[config.mk]
export PLATFORM = sky130hd
export DESIGN_NAME = div_unit
export DESIGN_NICKNAME = d
export VERILOG_FILES = /design/src/rtl/div_unit.sv
export SDC_FILE = /design/constraint.sdc
export NUM_CORES = 1
export LEC_CHECK = 0
export ABC_CLOCK_PERIOD_IN_PS = 4800
export BUFFER_PORTS_ARGS = -buffer_cell sky130_fd_sc_hd__buf_4
export CAP_MARGIN = 10
export CORE_MARGIN = 5
export CORE_UTILIZATION = 54
export DETAILED_ROUTE_END_ITERATION = 12
export GPL_ROUTABILITY_DRIVEN = 0
export MAX_ROUTING_LAYER = met4
export PLACE_DENSITY = 0.78
export SYNTH_ARGS = -nofsm -noshare
export SYNTH_HDL_FRONTEND = slang
export SYNTH_SLANG_ARGS = --single-unit
[constraint.sdc]
create_clock -name clk -period 4.8 [get_ports clk]
set_input_delay 0.48 -clock clk [delete_from_list [all_inputs] [get_ports clk]]
set_output_delay 0.48 -clock clk [all_outputs]
set_load 0.01 [all_outputs]
[src/rtl/div_unit.sv]
// rtl/div_unit.sv - radix-2 restoring 32-bit DIV/DIVU unit feeding the HI/LO register file
// One quotient bit per cycle; signs are stripped on entry and reapplied when the result is registered.
module div_unit #(
    parameter int WIDTH = 32,
    parameter int CNT_W = 6
) (
    input  logic             clk,
    input  logic             rst,
    input  logic             start,
    input  logic             signed_div,
    input  logic [WIDTH-1:0] opa,
    input  logic [WIDTH-1:0] opb,
    input  logic             annul,
    output logic             busy,
    output logic             result_valid,
    output logic [WIDTH-1:0] hi_out,
    output logic [WIDTH-1:0] lo_out
);

    typedef enum logic [1:0] {
        IDLE = 2'd0,
        CALC = 2'd1,
        DONE = 2'd2
    } state_t;

    localparam logic [CNT_W-1:0] LAST_ITER = CNT_W'(WIDTH - 1);

    state_t           state_q, state_d;
    logic [CNT_W-1:0] cnt_q, cnt_d;
    logic [WIDTH-1:0] rem_q, rem_d;
    logic [WIDTH-1:0] quo_q, quo_d;
    logic [WIDTH-1:0] dvs_q, dvs_d;
    logic [WIDTH-1:0] hi_q, hi_d;
    logic [WIDTH-1:0] lo_q, lo_d;
    logic             q_neg_q, q_neg_d;
    logic             r_neg_q, r_neg_d;
    logic             busy_q, busy_d;
    logic             valid_q, valid_d;

    logic [WIDTH-1:0] a_mag;
    logic [WIDTH-1:0] b_mag;
    logic [WIDTH:0]   rem_sh;
    logic [WIDTH:0]   trial;
    logic [WIDTH-1:0] rem_nx;
    logic [WIDTH-1:0] quo_nx;

    always_comb begin
        a_mag  = (signed_div && opa[WIDTH-1]) ? -opa : opa;
        b_mag  = (signed_div && opb[WIDTH-1]) ? -opb : opb;
        // Shifted remainder can exceed WIDTH bits when the divisor is above 2^(WIDTH-1).
        rem_sh = {rem_q, quo_q[WIDTH-1]};
        trial  = rem_sh - {1'b0, dvs_q};
        rem_nx = trial[WIDTH] ? rem_sh[WIDTH-1:0] : trial[WIDTH-1:0];
        quo_nx = {quo_q[WIDTH-2:0], ~trial[WIDTH]};
    end

    always_comb begin
        state_d = state_q;
        cnt_d   = cnt_q;
        rem_d   = rem_q;
        quo_d   = quo_q;
        dvs_d   = dvs_q;
        hi_d    = hi_q;
        lo_d    = lo_q;
        q_neg_d = q_neg_q;
        r_neg_d = r_neg_q;
        valid_d = 1'b0;

        case (state_q)
            IDLE: begin
                if (start && !annul) begin
                    rem_d   = '0;
                    quo_d   = a_mag;
                    dvs_d   = b_mag;
                    cnt_d   = '0;
                    q_neg_d = signed_div & (opa[WIDTH-1] ^ opb[WIDTH-1]);
                    r_neg_d = signed_div & opa[WIDTH-1];
                    if (opb != '0) begin
                        state_d = CALC;
                    end else begin
                        // Divide-by-zero returns all-ones quotient and the raw dividend.
                        state_d = DONE;
                        valid_d = 1'b1;
                        lo_d    = '1;
                        hi_d    = opa;
                    end
                end
            end
            CALC: begin
                if (annul) begin
                    state_d = IDLE;
                end else begin
                    rem_d = rem_nx;
                    quo_d = quo_nx;
                    cnt_d = cnt_q + 1'b1;
                    if (cnt_q == LAST_ITER) begin
                        state_d = DONE;
                        valid_d = 1'b1;
                        lo_d    = q_neg_q ? -quo_nx : quo_nx;
                        hi_d    = r_neg_q ? -rem_nx : rem_nx;
                    end
                end
            end
            DONE: begin
                state_d = IDLE;
            end
            default: begin
                state_d = IDLE;
            end
        endcase

        busy_d = (state_d != IDLE);
    end

    always_ff @(posedge clk or negedge rst) begin
        if (!rst) begin
            state_q <= IDLE;
            cnt_q   <= '0;
            rem_q   <= '0;
            quo_q   <= '0;
            dvs_q   <= '0;
            hi_q    <= '0;
            lo_q    <= '0;
            q_neg_q <= 1'b0;
            r_neg_q <= 1'b0;
            busy_q  <= 1'b0;
            valid_q <= 1'b0;
        end else begin
            state_q <= state_d;
            cnt_q   <= cnt_d;
            rem_q   <= rem_d;
            quo_q   <= quo_d;
            dvs_q   <= dvs_d;
            hi_q    <= hi_d;
            lo_q    <= lo_d;
            q_neg_q <= q_neg_d;
            r_neg_q <= r_neg_d;
            busy_q  <= busy_d;
            valid_q <= valid_d;
        end
    end

    // A squash arriving during DONE must suppress the HI/LO write in that same cycle.
    assign busy         = busy_q;
    assign result_valid = valid_q & ~annul;
    assign hi_out       = hi_q;
    assign lo_out       = lo_q;

endmodule

After elaboration in Yosys (flattened, before gate mapping)
Index checks and enable logic that the tools add are counted.
Word-level totals
  bits in registers: 172
  bits of input ports: 69
  output and inout port bits: 66
  logic and storage cells: 74
Operators by class
  $add $sub $neg: 6
  equality and inequality tests: 6
  multiplexer cells: 34
  bitwise operators: 6
  reductions and logical operators: 11
Operators by type and width (number)
  $mux W32: 17
  $pmux W32 S2: 4
  $neg A32 Y32: 4
  $sub A33 B32 Y33: 1
  $reduce_bool A32 Y1: 1
  $mux W6: 2
  $pmux W6 S2: 1
  $mux W2: 4
  $ne A2 B2 Y1 const B: 4
  $add A6 B1 Y6 const B: 1
  $eq A6 B5 Y1 const B: 1
  $reduce_and A5 Y1: 1
  $mux W1: 4
  $pmux W2 S2: 1
  $reduce_bool A2 Y1: 2
  $and A1 B1 Y1: 3
  $logic_and A1 B1 Y1: 3
  $reduce_and A3 Y1: 1
  $eq A2 B1 Y1 const B: 1
  $logic_not A2 Y1: 1
  $not A1 Y1: 2
  $pmux W1 S2: 1
  $reduce_and A2 Y1: 1
  $logic_not A1 Y1: 1
  $xor A1 B1 Y1: 1

Logic depth before layout (Yosys ltp)
  depth after elaboration: 7
  mapped depth: 23

Worst setup path before layout
OpenSTA, ideal clock, no wires.
  path kind: reg-to-reg
  from: register quo_q[31]
  to: register hi_q[24] (netlist: hi_out[24])
  setup time: 0.126 ns
  arrival time: 4.457 ns
  data required time: 4.674 ns
  slack: 0.217 ns
  stages on the path, launching flop included: 23
  period minus slack after synthesis: 4.583 ns
  path through: dfrtp_1 > inv_1 > ha_1 > inv_1 > fa_1 > nand3_1 > a21oi_1 > o211ai_2 > a311oi_2 > or3_1 > and2_4 > inv_2 > clkbuf_1 > mux2i_1 > ha_1 > nand2_1 > or4_1 > or2_2 > o22ai_1 > nand2_1 > nand2_1 > xor2_1 > a221o_1
On the way
  cells in the longest elaborated chain, start to end: 7
RTL lines
  from (decl): line 31  | logic [WIDTH-1:0] quo_q, quo_d;
  from (signal assigned): line 132  | quo_q <= quo_d;
  $sub A33 B32 Y33: line 52  | trial = rem_sh - {1'b0, dvs_q};
  $mux W32 *: line 53  | rem_nx = trial[WIDTH] ? rem_sh[WIDTH-1:0] : trial[WIDTH-1:0];
  $neg A32 Y32: line 100  | hi_d = r_neg_q ? -rem_nx : rem_nx;
  $mux W32 *: line 100
  $mux W32 *: line 96  | if (cnt_q == LAST_ITER) begin
  $mux W32 *: line 90  | if (annul) begin
  $pmux W32 S2 *: line 69  | case (state_q)
  to (signal assigned): line 134  | hi_q <= hi_d;
  to (decl): line 33  | logic [WIDTH-1:0] hi_q, hi_d;
Every way passes the cells marked *; elsewhere a longest branch is shown, timed or not. The select of a mux whose other input is x is not followed.
A chain may end at the register's enable or synchronous reset.

Worst setup path in the final report
Same ends and word-level chain as after synthesis.

==> qor.txt <==
============================================================================================
Source-to-sink clock delay at the later pin of the worst-skew pair                   0.43 ns
Maximum number of buffers from clock root to sink                                          2
Port buffer count                                                                        134
Layout fillers                                                                          1868
Final number of setup-violating endpoints                                                  0
Clock skew after layout                                                           0.00953 ns
Critical Path Start                                                             quo_q[31]$_DFFE_PN0P_
Number of hold-slack violations in the final timing report                                 0
Initial antenna violation count                                                            0
Non-filler cells in the finished layout                                                 1879
Vias                                                                                   11000
Nets@finish                                                                             1693
Count of warnings emitted by yosys                                                         0
Post-CTS Hold Buffers                                                                      0
Reg2Reg Launch Point                                                            quo_q[31]$_DFFE_PN0P_
Register bit total from synthesis                                                        172
Crit path launch type                                                                   flop
Yosys top cell by area                                                          sky130_fd_sc_hd__dfrtp_1
Maximum fanout count along the critical path                                               6
Sequential-to-total area share from yosys stat                                         36.0%
Chip width                                                                            159 um
FF/Latch Area                                                                       4300 um2
Maximum operating frequency                                                          218 MHz
Standard-cell row count                                                                   54
Overall track demand over capacity in global routing                                   24.9%
Area share of fa/ha/maj cells after synthesis                                          4.04%
Antenna violation net count after detailed routing                                         0
Worst setup EP type                                                                     flop
Cell count after synthesis                                                              1494
Clock root buffer                                                               sky130_fd_sc_hd__clkbuf_16
Violation count after the first detailed-route iteration                                1082
Drt pass-1 iters                                                                           5
CP bufs+invs                                                                               3
Number of synthesized flops with an enable pin                                             0
Final instance area                                                                13800 um2
Number of buffers inserted during clock tree synthesis                                    17
Starting density of the core                                                           54.7%
Detail-routed via count per cell                                                        5.87
Share of the synthesized area in the top cell type                                     36.0%
Vias in the first global route                                                         10400
Kind of cell with the highest combined delay on the critical path               simple AND/OR/NAND/NOR gates
Leakage power                                                                        6.23 nW
Post-synthesis xor/xnor area fraction                                                  9.90%
Per-cell routed wire length                                                          16.7 um
Combinational family with the most area after synthesis                         compound AO/OA/AOI/OAI gates
Count of different cell masters after synthesis                                           78
Pwr Density                                                                       581 nW/um2
Dpl cell area                                                                      13100 um2
CP Cell Sequence                                                                inv_1 -> ha_1 -> inv_1 -> fa_1 -> nand3_1 -> a21oi_1 -> o211ai_2 -> a311oi_2 -> or3_1 -> and2_4 -> inv_2 -> mux2i_4 -> ha_2 -> nand2_1 -> or4_1 -> or2_4 -> o22ai_2 -> nand2_2 -> nand2_1 -> xor2_1 -> a221o_1
Fraction of final layout cells with drive strength greater than 1                      14.1%
Required time of the worst setup path                                                5.12 ns
Gr ovfl total                                                                              0
Largest voltage drop on the vdd net                                                 0.352 mV
Final antenna diode count                                                                  0
Post-detailed-route DRC marker count                                                       0
Relative slew slack                                                                    24.3%
Top_reg_cell synth                                                              sky130_fd_sc_hd__dfrtp_1
Final worst path period need                                                         4.58 ns
Basic-gate share of the synthesized area counting and, or, nand and nor cells          19.9%
Area added between synthesis and finish                                                15.2%
Area used by multi-input combinational logic                                        7130 um2
Slowest stage delay, CP                                                              0.57 ns
Commonest non-fill, non-tap cells in the layout                                 sky130_fd_sc_hd__nand2_1, sky130_fd_sc_hd__a21oi_1, sky130_fd_sc_hd__dfrtp_1
Data arrival time of the worst path                                                  4.90 ns
Proportion of register bits with asynchronous set or reset after synthesis              100%
Class of the tightest hold or removal check                                     primary input to asynchronous set/reset pin
Max-capacitance violation count                                                            0
Fraction of synthesized area in multiplexers                                           1.68%
First-pass GRT wire length                                                           52.1 mm
Critical Path Slowest Stage Cell                                                sky130_fd_sc_hd__or4_1
Share of the clock period used by the worst path after layout                          95.5%
Clock-pin slew on the worst setup and hold paths                                     0.08 ns
TritonCTS clock tree                                                                     yes
Result of the run                                                               finished, final reports clean
Synthesized Nets                                                                        1601
Die Area                                                                           25200 um2
Core box area                                                                      21800 um2
Critical path class                                                             flop to flop
Avg Cell Area, Syn                                                                  8.00 um2
Fraction of the mapped netlist area in compound gates                                  23.7%
H-tree Lvls                                                                                4
Number of pins with negative max-slew slack in the final report                            0
Clock Sink Count                                                                         172
Synth top area cells                                                            sky130_fd_sc_hd__dfrtp_1, sky130_fd_sc_hd__a21oi_1, sky130_fd_sc_hd__o21ai_0, sky130_fd_sc_hd__xor2_1, sky130_fd_sc_hd__nand2_1
Maximum number of pins on one net before global-route repair                              92
Slew at the pin with the worst max-slew slack                                        1.14 ns
Commonest non-fill, non-tap cell in the layout                                  sky130_fd_sc_hd__nand2_1
DPL Wire Length                                                                      23.4 mm
Placed Cells incl. Taps                                                                 1845
Total standard cell area after synthesis                                           11900 um2
Y dimension of the die                                                                159 um
# IOs                                                                                    135
Wire length after detailed routing                                                   31.4 mm
============================================================================================
-- metrics by stage --
step	TNS [ns]	worst slack, ns	utilization (%)	total power, mW	hold slack [ns]
2_1_floorplan	0	0.217	-	5.41	0.184
3_3_place_gp	0	0.188	60.2	6.35	0.462
3_5_place_dp	0	0.0102	60.2	6.47	0.470
4_1_cts	0	0.0438	62.9	7.87	0.113
5_1_grt	-0.0302	-0.0237	63.1	8.61	0.151
6_report	0	0.215	63.1	8.00	0.0750
-- worst reg2reg max path: cells and delay by family, from the launching register on --
kind | cells | cell delay [ns]
AOI/OAI and AO/OA | 5 | 0.88
xor gates and xnor gates | 1 | 0.08
adders and majority gates | 3 | 0.80
buffers and inverters | 3 | 0.26
DFF | 1 | 0.39
muxes | 1 | 0.26
and+or+nand+nor | 8 | 1.79
-- routing by layer --
layer / GRT usage (%) / wire length [um] / share of wire [%] / up-vias
met2: 37.7 / 14200 / 45 / 429
met3: 4.33 / 2180 / 6.9 / 56
li1: - / - / - / 5446
met4: 6.80 / 658 / 2.1 / 0
met1: 34.8 / 14300 / 46 / 5095
met5: - / 0 / 0 / -
-- where the power goes --
part	internal (mW)	switching [mW]	total, mW
Combinational	1.77	2.85	4.62
Sequential	1.70	0.326	2.03
Clock	0.694	0.662	1.36
Total	4.17	3.84	8.00
-- cell families (layout without fill, tap and decap cells) --
family,Yosys count,in the layout
AOI/OAI and AO/OA,480,480
muxes,20,20
and+or+nand+nor,511,511
DFF,172,172
xor gates and xnor gates,135,135
buffers and inverters,138,243
adders and majority gates,38,38
-- layout make-up --
class,instances,share of cell area (%)
Clock buffer,17,3.09
Inverter,56,1.53
Sequential cell,172,31.3
Clock inverter,15,1.10
Multi-Input combinational cell,1184,51.8
Tap cell,280,2.54
Timing Repair Buffer,155,8.69
-- repair_timing --
item                                    4_1_cts  5_1_grt
resized for setup                             1        8
pin swaps                                     0        1
hold endpoints to repair                      0        0
endpoints found under the setup margin        2       11
buffers inserted                              0        2
-- state kept, by name, indices dropped and copies added, names as in the netlist --
| signal | count |
|---|---|
| state_q | 2 |
| rem_q | 32 |
| dvs_q | 32 |
| r_neg_q | 1 |
| busy | 1 |
| hi_out | 32 |
| lo_out | 32 |
| valid_q | 1 |
| quo_q | 32 |
| q_neg_q | 1 |
| cnt_q | 6 |
-- cell usage after synthesis (6+ instances only) --
library cell               count
sky130_fd_sc_hd__or4_1        13
sky130_fd_sc_hd__buf_4         6
sky130_fd_sc_hd__buf_1         7
sky130_fd_sc_hd__nor2b_1       6
sky130_fd_sc_hd__and3_1       19
sky130_fd_sc_hd__a211oi_1      6
sky130_fd_sc_hd__a22o_1        6
sky130_fd_sc_hd__mux2i_1      20
sky130_fd_sc_hd__nor4_1        8
sky130_fd_sc_hd__nor3_1       32
sky130_fd_sc_hd__o21ai_0     156
sky130_fd_sc_hd__o21ai_1      11
sky130_fd_sc_hd__dfrtp_1     172
sky130_fd_sc_hd__nand2b_1     11
sky130_fd_sc_hd__nand4_1       9
sky130_fd_sc_hd__clkbuf_1     55
sky130_fd_sc_hd__a21oi_1     175
sky130_fd_sc_hd__ha_1         37
sky130_fd_sc_hd__and2_1        9
sky130_fd_sc_hd__inv_1        53
sky130_fd_sc_hd__a21o_1       10
sky130_fd_sc_hd__nand3_1      19
sky130_fd_sc_hd__nand2_1     188
sky130_fd_sc_hd__nor2_1      146
sky130_fd_sc_hd__o31ai_1      27
sky130_fd_sc_hd__a31oi_1      17
sky130_fd_sc_hd__xnor2_1      47
sky130_fd_sc_hd__buf_2        11
sky130_fd_sc_hd__o22ai_1      11
sky130_fd_sc_hd__o41ai_1       9
sky130_fd_sc_hd__or3_1        26
sky130_fd_sc_hd__o21a_1        7
sky130_fd_sc_hd__xor2_1       88
-- final timing paths --
check                                              end  slack (ns)  cells after the start
worst max register to register  hi_out[24]$_DFFE_PN0P_        0.22                     21
worst min-delay path             lo_out[3]$_DFFE_PN0P_        0.08                      1
worst max-delay path            hi_out[24]$_DFFE_PN0P_        0.22                     21
max in group asynchronous        dvs_q[15]$_DFFE_PN0P_        3.77                      2
worst min register to register    dvs_q[9]$_DFFE_PN0P_        0.48                      2
min in group clk                 hi_out[4]$_DFFE_PN0P_        0.32                      3
(Power assumes the default switching activity.)
